File: src/rtl/alu_adder_post.sv
// Post-adder stage of the 6502 ALU: registers the binary sum, applies the BCD adjust
// for decimal ADC/SBC, and produces N/Z/C/V through a start/valid/ack handshake.
module alu_adder_post #(
  parameter int unsigned WIDTH  = 8,
  parameter bit          DEC_EN = 1'b1
) (
  input  logic             clk,
  input  logic             rst,
  input  logic             start,
  input  logic [WIDTH-1:0] op_a,
  input  logic [WIDTH-1:0] op_b,
  input  logic [WIDTH-1:0] sum,
  input  logic             cout,
  input  logic             c6out,
  input  logic             decimal,
  input  logic             sub,
  input  logic             ack,
  output logic [WIDTH-1:0] result,
  output logic             flag_n,
  output logic             flag_z,
  output logic             flag_c,
  output logic             flag_v,
  output logic             valid,
  output logic             busy
);

  localparam int unsigned NIB = 4;

  typedef enum logic [1:0] {IDLE, ADJ, DONE} state_t;

  state_t           state, state_next;
  logic             take;
  logic             dec_in, hc_in, v_in;
  logic [WIDTH-1:0] h_sum;
  logic             h_cout, h_hc, h_v, h_sub, h_dec;
  logic [WIDTH-1:0] adj_result;
  logic             adj_c;

  // Carry into bit 4 recovered from the parity of operands and sum at that bit.
  assign hc_in  = ^((op_a ^ op_b ^ sum) & WIDTH'(8'h10));
  assign v_in   = c6out ^ cout;
  assign dec_in = decimal & DEC_EN;

  always_ff @(posedge clk or posedge rst) begin
    if (rst) state <= IDLE;
    else     state <= state_next;
  end

  // A back-to-back op from DONE always passes through ADJ so valid drops for a cycle.
  always_comb begin
    state_next = state;
    take       = 1'b0;
    case (state)
      IDLE: if (start) begin
        take       = 1'b1;
        state_next = dec_in ? ADJ : DONE;
      end
      ADJ:  state_next = DONE;
      DONE: if (ack) begin
        if (start) begin
          take       = 1'b1;
          state_next = ADJ;
        end else begin
          state_next = IDLE;
        end
      end
      default: state_next = IDLE;
    endcase
  end

  always_ff @(posedge clk or posedge rst) begin
    if (rst) begin
      h_sum  <= '0;
      h_cout <= 1'b0;
      h_hc   <= 1'b0;
      h_v    <= 1'b0;
      h_sub  <= 1'b0;
      h_dec  <= 1'b0;
    end else if (take) begin
      h_sum  <= sum;
      h_cout <= cout;
      h_hc   <= hc_in;
      h_v    <= v_in;
      h_sub  <= sub;
      h_dec  <= dec_in;
    end
  end

  // Decimal adjust; the nibble corrections wrap modulo 256.
  always_comb begin
    adj_result = h_sum;
    adj_c      = h_cout;
    if (h_dec && !h_sub) begin
      if ((h_sum[NIB-1:0] > 4'd9) || h_hc) adj_result = adj_result + WIDTH'(8'h06);
      if ((adj_result[WIDTH-1:NIB] > 4'd9) || h_cout) begin
        adj_result = adj_result + WIDTH'(8'h60);
        adj_c      = 1'b1;
      end
    end else if (h_dec && h_sub) begin
      if (!h_hc)   adj_result = adj_result - WIDTH'(8'h06);
      if (!h_cout) adj_result = adj_result - WIDTH'(8'h60);
    end
  end

  // N and Z are loaded alongside result so they follow it yet clear on reset.
  always_ff @(posedge clk or posedge rst) begin
    if (rst) begin
      result <= '0;
      flag_n <= 1'b0;
      flag_z <= 1'b0;
      flag_c <= 1'b0;
      flag_v <= 1'b0;
      valid  <= 1'b0;
      busy   <= 1'b0;
    end else begin
      valid <= (state_next == DONE);
      busy  <= (state_next != IDLE);
      if (take && (state_next == DONE)) begin
        result <= sum;
        flag_n <= sum[WIDTH-1];
        flag_z <= (sum == '0);
        flag_c <= cout;
        flag_v <= v_in;
      end else if (state == ADJ) begin
        result <= adj_result;
        flag_n <= adj_result[WIDTH-1];
        flag_z <= (adj_result == '0);
        flag_c <= adj_c;
        flag_v <= h_v;
      end
    end
  end

endmodule
File: config.mk
export PLATFORM = sky130hd
export DESIGN_NAME = alu_adder_post
export DESIGN_NICKNAME = d
export VERILOG_FILES = /design/src/rtl/alu_adder_post.sv
export SDC_FILE = /design/constraint.sdc
export NUM_CORES = 1
export LEC_CHECK = 0
export ABC_CLOCK_PERIOD_IN_PS = 3280
export CAP_MARGIN = 20
export CORE_MARGIN = 10
export CORE_UTILIZATION = 39
export DETAILED_ROUTE_END_ITERATION = 12
export MAX_ROUTING_LAYER = met4
export PLACE_DENSITY = 0.69
export SETUP_SLACK_MARGIN = 0.3
export SLEW_MARGIN = 5
export SYNTH_ARGS = -nofsm -noshare
export SYNTH_HDL_FRONTEND = slang
export SYNTH_SLANG_ARGS = --single-unit
File: constraint.sdc
create_clock -name clk -period 3.28 [get_ports clk]
set_input_delay 0.656 -clock clk [delete_from_list [all_inputs] [get_ports clk]]
set_output_delay 0.656 -clock clk [all_outputs]
set_load 0.02 [all_outputs]
==> run summary, run 1 <==
The run finished with clean final reports. The number of remaining DRC errors was 0; the total count of hold-check failures in the final report was 0. Clock tree synthesis selected as its root buffer the cell clkbuf_8. The power density of the placed cells was 827.0 mW/mm^2; the slew at the pin closest to its max-slew limit was 0.8604 ns. The run gives 12.63% as the overall track demand over capacity in global routing. For this configuration, the core starts out at a cell density of 40.11%. Setup violations remaining at the end of the flow were counted as 0. For the number of global-route vias before repair, the log shows 1587. The logs give 285 for the number of nets in the layout and 302 for the filler-free cell count of the finished design. The critical path in this run is classified as flop to flop. The synthesized netlist devotes 20.74% of its cell area to compound gates. STA puts the critical path data arrival time at 2.83 ns. For this design, the CTS-stage hold fixing added 0 buffers. The clock reaches the later pin of the worst-skew pair after 0.28 ns. The critical path goes through inv_1 > ha_1 > nor3_4 > xnor2_1 > ha_1 > nor2_1 > nand2_1 > a31oi_1 > a31oi_1 > nand3_1 > a222oi_1 > inv_1. The logs give 7886 um for the first-pass GRT wire length and 0.3610 mV for the maximum ir drop on the vdd rail. The tools report the share of synthesized area occupied by flip-flops and latches as 37.23%. Cells with a size suffix above 1 make up 7.661% of the layout. After synthesis the netlist holds a flip-flop and latch count of 28. For this run, the top clock speed supported by timing is 0.3765 GHz. The commonest register cell after synthesis is dfrtp_1.

TritonCTS built the clock tree. The proportion of register bits with asynchronous set or reset after synthesis works out to 100.0%. The library cell occupying the most area in the post-synthesis netlist was dfrtp_1. The commonest cells after synthesis are nand2_1, dfrtp_1, clkbuf_1, nor2_1. The netlist area before placement is 0.001882 mm^2. The tightest min-delay check is of the flop to flop type. The number of violations of the max-capacitance limit was 0; the total congestion overflow was 0. After synthesis, the largest family of logic cells by area is simple AND/OR/NAND/NOR gates.

The synthesized design devotes to its leading area cell type 37.23% of total area. Setup total negative slack on the finished layout was measured at 0 ns. Using the TritonRoute via totals, the vias-per-cell ratio works out to 5.649. No sink is reached through more buffers than the 2 on the longest clock path.

The synthesized-area fraction occupied by xor and xnor cells works out to 5.585%. The post-synthesis area per instance is 8.364 um^2. The number of different library cells used by synthesis comes to 53. Level count of the clock H-tree: 1. The worst hold margin is 0.4830 ns, and the worst slew margin relative to its limit is 42.52%. The clock-pin slew reported for the worst setup and hold paths after clock tree synthesis is 0.10 ns, and the peak per-stage delay on the critical path is 0.51 ns. The number of clock buffers added by TritonCTS is 3.

The run gives 1.903 mW as the total design power. Setup repair after global routing left no endpoint under its margin. Once detail routing completed, the nets flagged for antenna violations numbered 0. The maximum fanout count along the critical path was 13; the worst clock skew on the final layout was 0.006124 ns. STA classifies the critical path endpoint as a flop. The wire length per cell was 15.84 um; the routed via count was 1706. The run gives 46 as the I/O pin count. The number of antenna diodes in the final layout is 0. The mux share of post-synthesis cell area came out at 1.662%. After layout, the worst path uses 80.99% of the clock period. The simple-gate share of the synthesized area is 26.00%. For the finished layout, the period the worst path requires is 2.656 ns.

Of the total synthesized cell area, the portion taken by full adders, half adders and majority gates is 2.660%. From bottom edge to top edge, the die measures 89.47 um. In this run the core area contains 25 standard-cell rows.

The post-layout worst setup margin came out at 0.6236 ns. The synthesized instance count is 225. Before antenna repair, the detailed router went through 4 iterations. The estimated wirelength of the detail-placed design is 3503 um, and the TritonCTS sink count is 28.

For this block, the routed nets add up to 4784 um of wire. The most common cell in the synthesized netlist was nand2_1. The run gives 0 as the initial antenna violation count.

Synthesis produced a netlist with a net count of 261. The tools report the fraction of the core area covered by cells at the end of the flow as 49.04%. The die is 89.47 um wide.

The die outline area is 0.008004 mm^2. The number of enable flip-flop cells after synthesis came out at 0. Routability-driven placement finished with a final weighted congestion of 0.8086. The layout overhead on the synthesized area is 22.27%, and the post-placement cell count is 296.

The number of pins exceeding their max-slew limit in the final report was 0. On the critical path, the stage with the largest delay is an instance of dfrtp_2. The run gives 0.002212 mm^2 as the total placed instance area. For this block, the initial DRC count from the detailed router was 80. The floorplan step defined a core boundary enclosing 0.004692 mm^2.

The run gives 29 as the pin count of the biggest net entering global routing. By area the synthesized netlist is led by dfrtp_1, nand2_1, xor2_1. The kind of start point of the critical path was a flop. The tools report the minimum setup slack after placement as 0.4519 ns.

The data required time of the critical path was 3.45 ns; the leakage power was 0.9754 nW. Number of synthesis warnings: 0. The number of input and output port buffers inserted works out to 31. The finished cells cover 0.002301 mm^2.
## cell usage in the layout, fill, tap and decap left out, drive strengths merged, types with 2 or more instances in the layout
cell           netlist  final
a211o                3      3
a21o                 2      2
a21oi                3      3
a221o                2      2
a221oi               2      2
a222oi               2      2
a22oi                2      2
a31oi                5      5
and3b                2      2
buf                  6      6
clkbuf              12      3
clkdlybuf4s50        0     31
dfrtp               28     28
ha                   4      4
inv                 10     10
mux2i                2      2
nand2               43     43
nand2b               6      6
nand3                7      7
nand3b               2      2
nand4                3      3
nor2                12     12
nor2b                3      3
nor3                 4      4
nor3b                3      3
nor4                 4      4
o21ai               22     22
o311ai               2      2
o31ai                2      2
or2                  2      2
xnor2                5      5
xor2                 7      7
## power breakdown
| part | internal (mW) | leakage [nW] | switching, mW |
|---|---|---|---|
| logic | 0.445 | 0.596 | 0.507 |
| registers | 0.471 | 0.344 | 0.203 |
| clock network | 0.164 | 0.0357 | 0.112 |
## state kept, by name, indices dropped and copies added (netlist names)
name    cells
valid       1
h_sum       8
result      8
h_hc        1
h_cout      1
flag_v      1
flag_z      1
busy        1
state       2
flag_c      1
h_sub       1
h_v         1
h_dec       1
## cell type report
| type | count | area, um^2 |
|---|---|---|
| multi-input cells | 169 | 1066 |
| inverters | 10 | 37.54 |
| clock inverters | 1 | 30.03 |
| flip-flops and latches | 28 | 703.2 |
| well taps | 54 | 67.56 |
| fillers | 448 | 2391 |
| clock buffers | 3 | 41.29 |
| repair buffers | 37 | 355.3 |
## metal layers
metal,vias up,global-route usage [%],share of wire (%)
met2,31,20.07,50
met4,0,2.746,0.90
li1,840,-,-
met5,-,-,0
met3,8,2.735,3.4
met1,827,16.08,45
## worst paths after layout
check / start / to / slack [ns] / cells after the start
max: h_sum[2]$_DFFE_PP0P_ / result[6]$_DFFE_PP0P_ / 0.62 / 12
min: flag_c$_DFFE_PP0P_ / flag_c$_DFFE_PP0P_ / 0.48 / 2
max reg2reg: h_sum[2]$_DFFE_PP0P_ / result[6]$_DFFE_PP0P_ / 0.62 / 12
min reg2reg: flag_c$_DFFE_PP0P_ / flag_c$_DFFE_PP0P_ / 0.48 / 2
max in group asynchronous: rst / h_sum[2]$_DFFE_PP0P_ / 2.28 / 3
min in group asynchronous: rst / flag_v$_DFFE_PP0P_ / 0.72 / 3
## what timing repair did
item                       in CTS  in global routing
hold endpoints to repair        0                  0
setup buffers                   0                  2
resized for setup               0                  2
setup endpoints to repair       0                  3
## logic make-up after synthesis
| logic type | Yosys count |
|---|---|
| multiplexers | 3 |
| buffers and inverters | 28 |
| AO/OA/AOI/OAI | 55 |
| AND/OR/NAND/NOR | 95 |
| flip-flops | 28 |
| XOR/XNOR | 12 |
| adder cells (fa/ha/maj) | 4 |
## critical path, delay by kind of cell, from the launching register on
kind            cells  cell delay (ns)
fa+ha+maj           2             0.61
compound gates      3             0.59
simple gates        4             0.56
flops               1             0.51
buf+inv             2             0.16
xor+xnor            1             0.10
(Power assumes the default switching activity.)
==> inputs of run 2 (changes only) <==
ABC_CLOCK_PERIOD_IN_PS = 2350   (was 3280)
PLACE_DENSITY = 0.72   (was 0.69)
clock period = 2.35 ns   (was 3.28 ns; I/O delays follow)
==> run 2 against run 1 <==
Against the previous run:
- the run now ends with setup timing left
- utilization grew 6.6 points
- sequential share of layout area down 3.5 points
- via count rose by 7.2%
- global-route usage increased by 0.79 points
- critical path depth shrank 2
- cell count increased by 8.3%
- register-to-register slack got worse by 0.65 ns
==> run summary, run 2 (same netlist as run 1, synthesis figures left out) <==
At the worst endpoint, the required time is 2.52 ns. Worst reg2reg path startpoint: h_sum[1]$_DFFE_PP0P_. The total design power is 3.066 mW, and the post-layout worst setup margin is -0.02497 ns. The first routing iteration left 108 violations. The clock reaches the later pin of the worst-skew pair after 0.28 ns. After layout, the minimum clock period comes to 2.375 ns. The tree built by TritonCTS fans out to 28 sinks. The run gives 4 as the detailed-router iteration count before antenna repair. The number of diodes came out at 0. The logs give 0 for the quantity of hold-fixing buffers added after cts and 40.11% for the starting density of the core. The number of fill cells is 433, and the count of endpoints failing setup in the final report is 1. The detailed router put a total of 2356 um of wire on met1.

No sink is reached through more buffers than the 2 on the longest clock path. The checks that failed: setup timing. The launching element of the worst setup path was h_sum[1]$_DFFE_PP0P_.

The critical path class was flop to flop. For this design the ratio of total power to cell area is 1174 mW/mm^2. Highest metal layer used by the detailed router: met4. Wire length after detailed routing: 5372 um. The y dimension of the die works out to 89.47 um. The final layout contains 310 nets. The portion of the clock cycle consumed by the worst path in the final layout is 101.1%, and the detailed route wirelength on metal3 is 157 um. The core region is 0.004692 mm^2. Across the VDD grid, the largest voltage drop is 0.5668 mV. Length of routed met2 wiring: 2723 um.

The path category of the worst min-delay check was flop to flop. The first-pass GRT wire length is 8314 um. The level count of the clock H-tree is 1, and the slack of the worst reg-to-reg path is -0.02 ns.

Endpoint type of the worst setup path: a flop. The run gives 0 as the number of violations of the max-capacitance limit. The number of global-route vias before repair is 1729. After global routing the overflow that remains totals 0.

For the total count of hold-check failures in the final report, the log shows 0. Leaving out fill and tap cells, the most frequent cell in the layout is nand2_1. Dividing the detail-routed via count by the number of cells gives 5.590. The largest registers in the layout are h_sum: 8 flops, result: 8 flops, state: 2 flops. Data arrives at the worst endpoint at 2.55 ns. The worst slew margin relative to its limit is 66.02%, and the filler-free cell count of the finished design is 327.

Setup repair after global routing could not meet its margin everywhere. In this run the core area contains 25 standard-cell rows. TritonCTS built the clock tree. The number of pins exceeding their max-slew limit in the final report is 0, and the maximum fanout count along the critical path is 8.

The buffer cell driving the clock tree root was clkbuf_8. TritonCTS created 3 clock buffers. Pin count of the biggest net entering global routing: 29. The detailed router placed 1828 vias in this run. The initial antenna violation count was 0; the post-route antenna net violation count was 0. In this run the static leakage power is 1.108 nW. The I/O pin count was 46; the slew at the pin closest to its max-slew limit was 0.5086 ns. The flow ran to the end, but the final reports show violations.

After detailed routing, the average wire length per cell comes to 16.43 um. The die is 89.47 um wide. The overall track demand over capacity in global routing is 13.42%, and the layout cell share with drive strength beyond 1 is 22.34%. The routability-driven placement congestion ratio is 0.8077, and the die outline area is 0.008004 mm^2. Compared with the post-synthesis result, the final layout area differs by 38.76%. Detailed placement ended at an HPWL of 3812 um. After detailed routing, the number of remaining DRC violations is 0.

Across the routed clock network, the largest skew measured is 0.002873 ns. The origin of the worst min-delay path is flag_c$_DFFE_PP0P_. STA classifies the critical path startpoint as a flop. Leaving out fill and tap cells, the most frequent cells in the layout are nand2_1, clkdlybuf4s50_1, buf_4. Including well taps, the total number of placed cells is 312.

After clock tree synthesis, the clock-pin slew on the worst setup and hold paths is 0.10 ns. Achievable clock frequency: 0.4211 GHz. During placement, the flow inserted port buffers numbering 31.
## run 2: changes by cell type in the layout (fill, tap and decap cells not counted), moves of 3 or more
cell / previous run / this run
buf_4: 6 / 29
dfrtp_1: 26 / 23
ha_1: 4 / 1
dfrtp_2: 2 / 5
## run 2: worst max-delay path, stage by stage (launching register included)
cell	delay, ns
dfrtp_2	0.50
a21o_1	0.23
nor4_4	0.19
xor2_1	0.19
ha_1	0.25
nand3b_1	0.08
a31oi_1	0.08
a31oi_1	0.19
nand3_1	0.15
a222oi_1	0.33
inv_1	0.07
## run 2: final cells by class
| class | count | area, um^2 | area share (%) |
|---|---|---|---|
| sequential | 28 | 706.9 | 27.07 |
| clock buffer | 4 | 55.05 | 2.108 |
| multi-input combinational | 169 | 1191 | 45.62 |
| timing repair buffer | 62 | 550.5 | 21.08 |
| inverter | 10 | 40.04 | 1.533 |
| tap | 54 | 67.56 | 2.587 |
## run 2: timing repair
item / 4_1_cts / 5_1_grt
setup buffers: 2 / 9
resized for setup: 13 / 12
pin swaps: 6 / 4
endpoints found under the setup margin: 4 / 4
endpoints found under the hold margin: 0 / 0
## run 2: metal layers
metal  track usage [%]  vias up
met5                 -        -
met4             5.347        0
met3             2.370       11
met2             22.05       36
met1             15.91      888
li1                  -      893
## run 2: path summary, 6_finish.rpt
| kind | to | cells past startpoint |
|---|---|---|
| setup / recovery | result[6]$_DFFE_PP0P_ | 10 |
| hold / removal | flag_c$_DFFE_PP0P_ | 2 |
| setup reg to reg | result[6]$_DFFE_PP0P_ | 10 |
| hold reg to reg | flag_c$_DFFE_PP0P_ | 2 |
| max in group asynchronous | h_sum[1]$_DFFE_PP0P_ | 3 |
| min in group asynchronous | flag_v$_DFFE_PP0P_ | 3 |
## run 2: through the flow
step	cell area [um^2]	hold slack [ns]	utilization [%]	setup slack (ns)	setup TNS, ns
after global routing	2611	0.5258	55.65	-0.1624	-0.2899
after global placement	2347	0.4569	50.03	-0.02093	-0.02093
after floorplan	1909	0.4447	-	0.06024	0
final	2611	0.4902	55.65	-0.02497	-0.02497
after CTS	2469	0.4989	52.61	0.0009939	0
after detailed placement	2347	0.4771	50.03	-0.07306	-0.07306
## run 2: power by group
part | switching, mW | leakage, nW | internal [mW]
Combinational | 0.961 | 0.738 | 0.920
Clock | 0.156 | 0.0288 | 0.151
Sequential | 0.215 | 0.340 | 0.663
Total | 1.33 | 1.11 | 1.73
==> inputs of run 3 (changes only) <==
ABC_AREA = 1   (was not set)
CAP_MARGIN = not set   (was 20)
CORE_UTILIZATION = 44   (was 39)
PLACE_DENSITY = 0.8   (was 0.72)
==> run 3 against run 2 <==
Against the previous run:
- the flow now finishes without violations
- setup slack improved by 0.32 ns
- register-to-register slack improved by 0.32 ns
- flip-flop and latch count unchanged
- largest cell class unchanged
- synthesized area decreased by 4.7%
- hold slack got worse by 0.012 ns
==> run summary, run 3 <==
The run finished with clean final reports. The run gives 28 as the TritonCTS sink count. The commonest register cell after synthesis was dfrtp_1. Summing every instance area after synthesis gives 0.001793 mm^2. For the finished layout cell area, the log shows 0.002372 mm^2. The post-synthesis cell type count is 38. During synthesis, Yosys emitted a total of 0 warnings. The total count of hold-check failures in the final report came out at 0. Detailed routing inserted a total of 1755 vias.

During placement, the flow inserted port buffers numbering 31. After layout, the worst path uses 87.55% of the clock period. Registers take 705.7 um^2.

The critical path in this run is classified as flop to flop. Across the VDD grid, the largest voltage drop is 0.7501 mV. The run gives 2.27 ns as the arrival time of the worst setup path. The logs give 1.136 nW for the leakage power and 0.003971 mm^2 for the core footprint. Number of violations of the max-capacitance limit: 0. Data on the critical path is required at its endpoint by 2.56 ns. The time the worst path needs with I/O delays and setup was 2.057 ns. Traced cell by cell, the critical path runs through nor2_4 > nand2_2 > nor2_2 > xor2_1 > ha_2 > nor2_2 > nand3b_1 > nand2_2 > nand3_2 > nand2_2 > nor2_2 > a21oi_2 > nand3_1 > a21oi_2. The run gives 0 as the post-route antenna net violation count. The final layout contains 326 nets. The slowest stage of the critical path belongs to the cell dfrtp_2. The number of enable flip-flop cells after synthesis came out at 0. Power spread over the standard cell area amounts to 1185 mW/mm^2. The number of fill cells is 352.

The post-route netlist has 23.96% of its cells at a drive strength greater than 1. For the wire length after detailed routing, the log shows 4694 um. The congestion estimate from routability-driven global placement came to 0.9160. Wire length per cell: 13.89 um.

The clock passes through at most 2 buffers. In the post-synthesis netlist, the biggest area contributors are dfrtp_1, nand2_1, inv_1. The run gives 29.7% as the part of the total power dissipated in sequential elements.

The largest registers in the layout are h_sum: 8 flops, result: 8 flops, state: 2 flops. Setup repair after global routing could not meet its margin everywhere. The share of power burned in the clock network was 9.4%; the synthesized instance count was 243. The first TritonRoute pass finished after 4 iterations. Measured against its own limit, the worst slew margin works out to 73.79%. From left edge to right edge, the die measures 83.84 um. For the level count of the clock H-tree, the log shows 1. The tools report the endpoint type of the worst setup path as a flop. In the layout the commonest cells are nand2_1, clkdlybuf4s50_1, inv_1, dfrtp_1, o21ai_0. The tools report the net switching power as 1.303 mW. In this run, the combinational gates consume 61.0% of the power.

The estimated wirelength of the detail-placed design was 3674 um. The run gives 45.15% as the starting density of the core. On the final layout, the worst clock skew is 0.007139 ns.

The peak per-stage delay on the critical path works out to 0.44 ns. The most common cell in the synthesized netlist was nand2_1. The layout overhead on the synthesized area was 32.31%; the number of diodes was 0. The share of the synthesized area in the top cell type was 39.08%. The maximum fanout count along the critical path is 3. The floorplan has 23 rows. The pin count of the biggest net entering global routing is 29.

The first global-routing pass estimated 7859 um of wire. A synthesized cell averages 7.378 um^2. The tools report the kind of start point of the critical path as a flop. Summed over all instances, the cell type with the most area after synthesis is dfrtp_1. The overall track demand over capacity in global routing was 13.23%; the achievable clock frequency was 0.4861 GHz. The number of remaining DRC errors came out at 0. The clock-pin slew reported for the worst setup and hold paths after clock tree synthesis is 0.10 ns. Net switching is 46.37% of the power. The share of synthesized area occupied by flip-flops and latches was 39.08%; the total congestion overflow was 0. TritonCTS built the clock tree.

The number of pins exceeding their max-slew limit in the final report was 0; the total nets after synthesis was 279. The y dimension of the die is 83.84 um, and the number of global-route vias before repair is 1795. Clock tree synthesis inserted a total of 3 buffers. Setup violations remaining at the end of the flow were counted as 0. Detailed-route vias per instance: 5.192. Most common library cell in the layout ignoring fill and taps: nand2_1. For the pin with the worst max-slew slack, the measured transition is 0.3910 ns.

The aggregate negative setup slack came out at 0 ns. In the synthesized netlist the async set-or-reset flop fraction comes to 100.0%. The tree is rooted in a clkbuf_8. The run gives 0.002211 mm^2 as the total placed instance area.

The first routing iteration left 160 violations. Die outline area: 0.007028 mm^2. For the multi-input gate area in the final layout, the log shows 999.7 um^2.

The commonest cells after synthesis are nand2_1, dfrtp_1, inv_1. Synthesis inferred 28 register bits. The initial antenna violation count is 0, and the source-to-sink clock delay at the later pin of the worst-skew pair is 0.27 ns.

The internal portion of the total power is 1.507 mW. The run gives 46 as the I/O pin count. Path category of the worst min-delay check: flop to flop.
## run 3: cell types whose count changed after synthesis, sizes merged, moves of 4 or more
cell	change
inv	+24
o211ai	+6
nor2	+7
nand2	+37
clkbuf	-11
nand3	+8
nand2b	-6
a31oi	-4
xnor2	-4
## run 3: power groups by stage
| stage | registers (mW) | logic (mW) | clock network [mW] |
|---|---|---|---|
| finish | 0.833 | 1.71 | 0.264 |
| global route | 0.862 | 1.91 | 0.279 |
| CTS | 0.814 | 1.65 | 0.260 |
| detailed placement | 0.835 | 1.56 | 0 |
| global placement | 0.830 | 1.53 | 0 |
| floorplan | 0.932 | 0.936 | 0 |
## run 3: layout make-up
type,instances,area share (%)
multi-input cells,175,42.14
inverters,36,5.749
well taps,50,2.637
clock buffers,3,1.741
flip-flops and latches,28,29.75
repair buffers,46,17.99
## run 3: stage by stage
step                setup slack (ns)  hold WS [ns]  std cells  total power, mW  util (%)
finish                        0.2927        0.4780        338            2.810     59.74
global route                  0.1460        0.5147        338            3.046     59.74
CTS                           0.3061        0.4810        337            2.720     58.13
detailed placement            0.1646        0.4601        329            2.394     55.67
global placement              0.2351        0.4576        329            2.360     55.67
floorplan                     0.4222        0.4422        243            1.868         -
## run 3: repair_timing
item                       in CTS  in global routing
pin swaps                      12                 12
resized for setup              10                 17
setup buffers                   5                  1
hold buffers                    0                  0
setup endpoints to repair       2                  3
## run 3: layer usage
layer  vias to the layer above  track usage, %  routed length, um
met3                        10           1.563                221
met1                       818           14.88               2011
met5                         -               -                  0
met2                        49           23.83               2374
li1                        878               -                  -
met4                         0           3.805                 86
## run 3: final timing paths
check | end | slack (ns) | start | depth (start not counted)
min | h_v$_DFFE_PP0P_ | 0.48 | h_v$_DFFE_PP0P_ | 2
min in group asynchronous | valid$_DFF_PP0_ | 0.54 | rst | 3
max in group asynchronous | h_hc$_DFFE_PP0P_ | 1.51 | rst | 3
max reg2reg | flag_z$_DFFE_PP0P_ | 0.29 | h_sum[4]$_DFFE_PP0P_ | 14
max | flag_z$_DFFE_PP0P_ | 0.29 | h_sum[4]$_DFFE_PP0P_ | 14
min reg2reg | h_v$_DFFE_PP0P_ | 0.48 | h_v$_DFFE_PP0P_ | 2
## run 3: worst max-delay path, delay by kind of cell (launching register included)
| kind | cells | cell delay, ns |
|---|---|---|
| adders and majority gates | 1 | 0.21 |
| AOI/OAI and AO/OA | 2 | 0.25 |
| DFF | 1 | 0.44 |
| and+or+nand+nor | 10 | 0.90 |
| xor gates and xnor gates | 1 | 0.20 |
## run 3: cells by family after synthesis
| kind of cell | share of synthesized area, % |
|---|---|
| compound gates | 14.73 |
| xor+xnor | 2.931 |
| simple gates | 31.33 |
| flops | 39.08 |
| buf+inv | 9.141 |
| fa+ha+maj | 2.791 |
==> RTL edit: new RTL, config.mk and constraints of run 3 <==
Set the localparam `NIB` to 6 (it was 4).
--- a/src/rtl/alu_adder_post.sv
+++ b/src/rtl/alu_adder_post.sv
@@ -26,3 +26,3 @@
 
-  localparam int unsigned NIB = 4;
+  localparam int unsigned NIB = 6;
 
Check against the original RTL: not equivalent (a bounded check fails within 4 cycles, from zero or initial values and one cycle with rst high).
==> RTL edit against run 3 <==
  * Setup slack got worse by 0.17 ns
  * Routed wire length rose by 0.87%
  * Non-clock buffer count rose by 4
  * Final area rose by 1.5%
  * Clock power fell by 5%
  * Area after synthesis fell by 1.9%
  * Final cell count did not move
  * Sequential cell count did not move
  * Total power rose by 14%
  * Critical endpoint unchanged
  * Largest power group unchanged
  * Global-route usage fell by 0.25 points
  * Highest routed layer unchanged
  * Worst hold slack improved by 0.021 ns
  * Critical path depth rose by 4
==> RTL edit: results (changes against run 3) <==
<table>
<tr><th>Metric</th><th>Value</th></tr>
<tr><th colspan="2">Outcome</th></tr>
<tr><td>Result of the run</td><td>finished clean</td></tr>
<tr><th colspan="2">Global route</th></tr>
<tr><td>Wire length of the first global-routing pass</td><td>7.73 mm (-1.7%)</td></tr>
<tr><td>Overall fraction of global-route tracks in use</td><td>0.130 (-0.00248)</td></tr>
<tr><td>GR Layer Usage met2</td><td>0.206 (-0.0323)</td></tr>
<tr><td>Met1 Usage GRT</td><td>0.161 (+0.0127)</td></tr>
<tr><td>Met3 demand-to-capacity share in global routing</td><td>0.0254 (+0.00977)</td></tr>
<tr><td>Via count of the first global-routing pass</td><td>1,756 (-2.2%)</td></tr>
<tr><th colspan="2">STA</th></tr>
<tr><td>Worst hold-check slack</td><td>0.498 ns (+0.0205 ns)</td></tr>
<tr><th colspan="2">Synthesis</th></tr>
<tr><td>Syn Nets</td><td>278 (-0.36%)</td></tr>
<tr><td>Post-Synth XOR/XNOR Area</td><td>0.0199 (-0.00939)</td></tr>
<tr><th colspan="2">Critical path</th></tr>
<tr><td>Crit Path Max Fanout</td><td>5 (+2)</td></tr>
<tr><td>Worst setup path startpoint</td><td>h_sum[2]</td></tr>
<tr><td>Maximum single-stage delay on the critical path</td><td>0.47 ns (+0.03 ns)</td></tr>
<tr><td>Worst Path Arrival</td><td>2.43 ns (+0.16 ns)</td></tr>
<tr><th colspan="2">Finish</th></tr>
<tr><td>Number of inverters outside the clock class in the layout</td><td>41 (+14%)</td></tr>
<tr><td>Ratio of cells with drive above 1 in the final layout</td><td>0.221 (-0.0189)</td></tr>
<tr><td>Total area of multi-input combinational cells</td><td>973 µm² (-2.6%)</td></tr>
<tr><td>Area fraction of clock buffers and clock inverters</td><td>0.0172 (-0.000253)</td></tr>
<tr><td>Non-Clock Buffer Count</td><td>50 (+8.7%)</td></tr>
<tr><th colspan="2">Place</th></tr>
<tr><td>Dpl hpwl</td><td>3.40 mm (-7.5%)</td></tr>
<tr><th colspan="2">Power</th></tr>
<tr><td>Leakage dissipation</td><td>1.17 nW (+2.8%)</td></tr>
<tr><td>VDD IR max</td><td>748 µV (-0.33%)</td></tr>
<tr><th colspan="2">Route</th></tr>
<tr><td>Wire length on met2</td><td>2.24 mm (-5.7%)</td></tr>
<tr><td>DRC marker count from the first detailed-route iteration</td><td>130 (-19%)</td></tr>
<tr><td>Average detailed-routed wire length per instance</td><td>14.0 µm (+0.87%)</td></tr>
</table>
## RTL edit: timing repair
| item | CTS | global route |
|---|---|---|
| pin swaps | 6 | 12 |
| setup buffers | 5 | 8 |
| resized for setup | 8 | 20 |
| setup endpoints to repair | 2 | 3 |
## RTL edit: through the flow
stage | total power, mW | std cells | utilization | setup WS [ns] | area [µm²]
global placement | 2.53 | 322 | 0.571 | 0.0493 | 2150
detailed placement | 2.57 | 322 | 0.571 | 0.0103 | 2150
floorplan | 2.04 | 242 | - | 0.299 | 1780
finish | 3.21 | 338 | 0.638 | 0.127 | 2410
global route | 3.49 | 338 | 0.638 | -0.0349 | 2410
CTS | 2.92 | 330 | 0.598 | 0.162 | 2260
## RTL edit: power groups by stage
stage	Clock (mW)	Combinational, mW	Sequential, mW
after floorplan	0	1.05	0.988
after global routing	0.273	2.26	0.953
after global placement	0	1.63	0.896
after CTS	0.252	1.77	0.900
final	0.252	2.04	0.919
after detailed placement	0	1.67	0.898
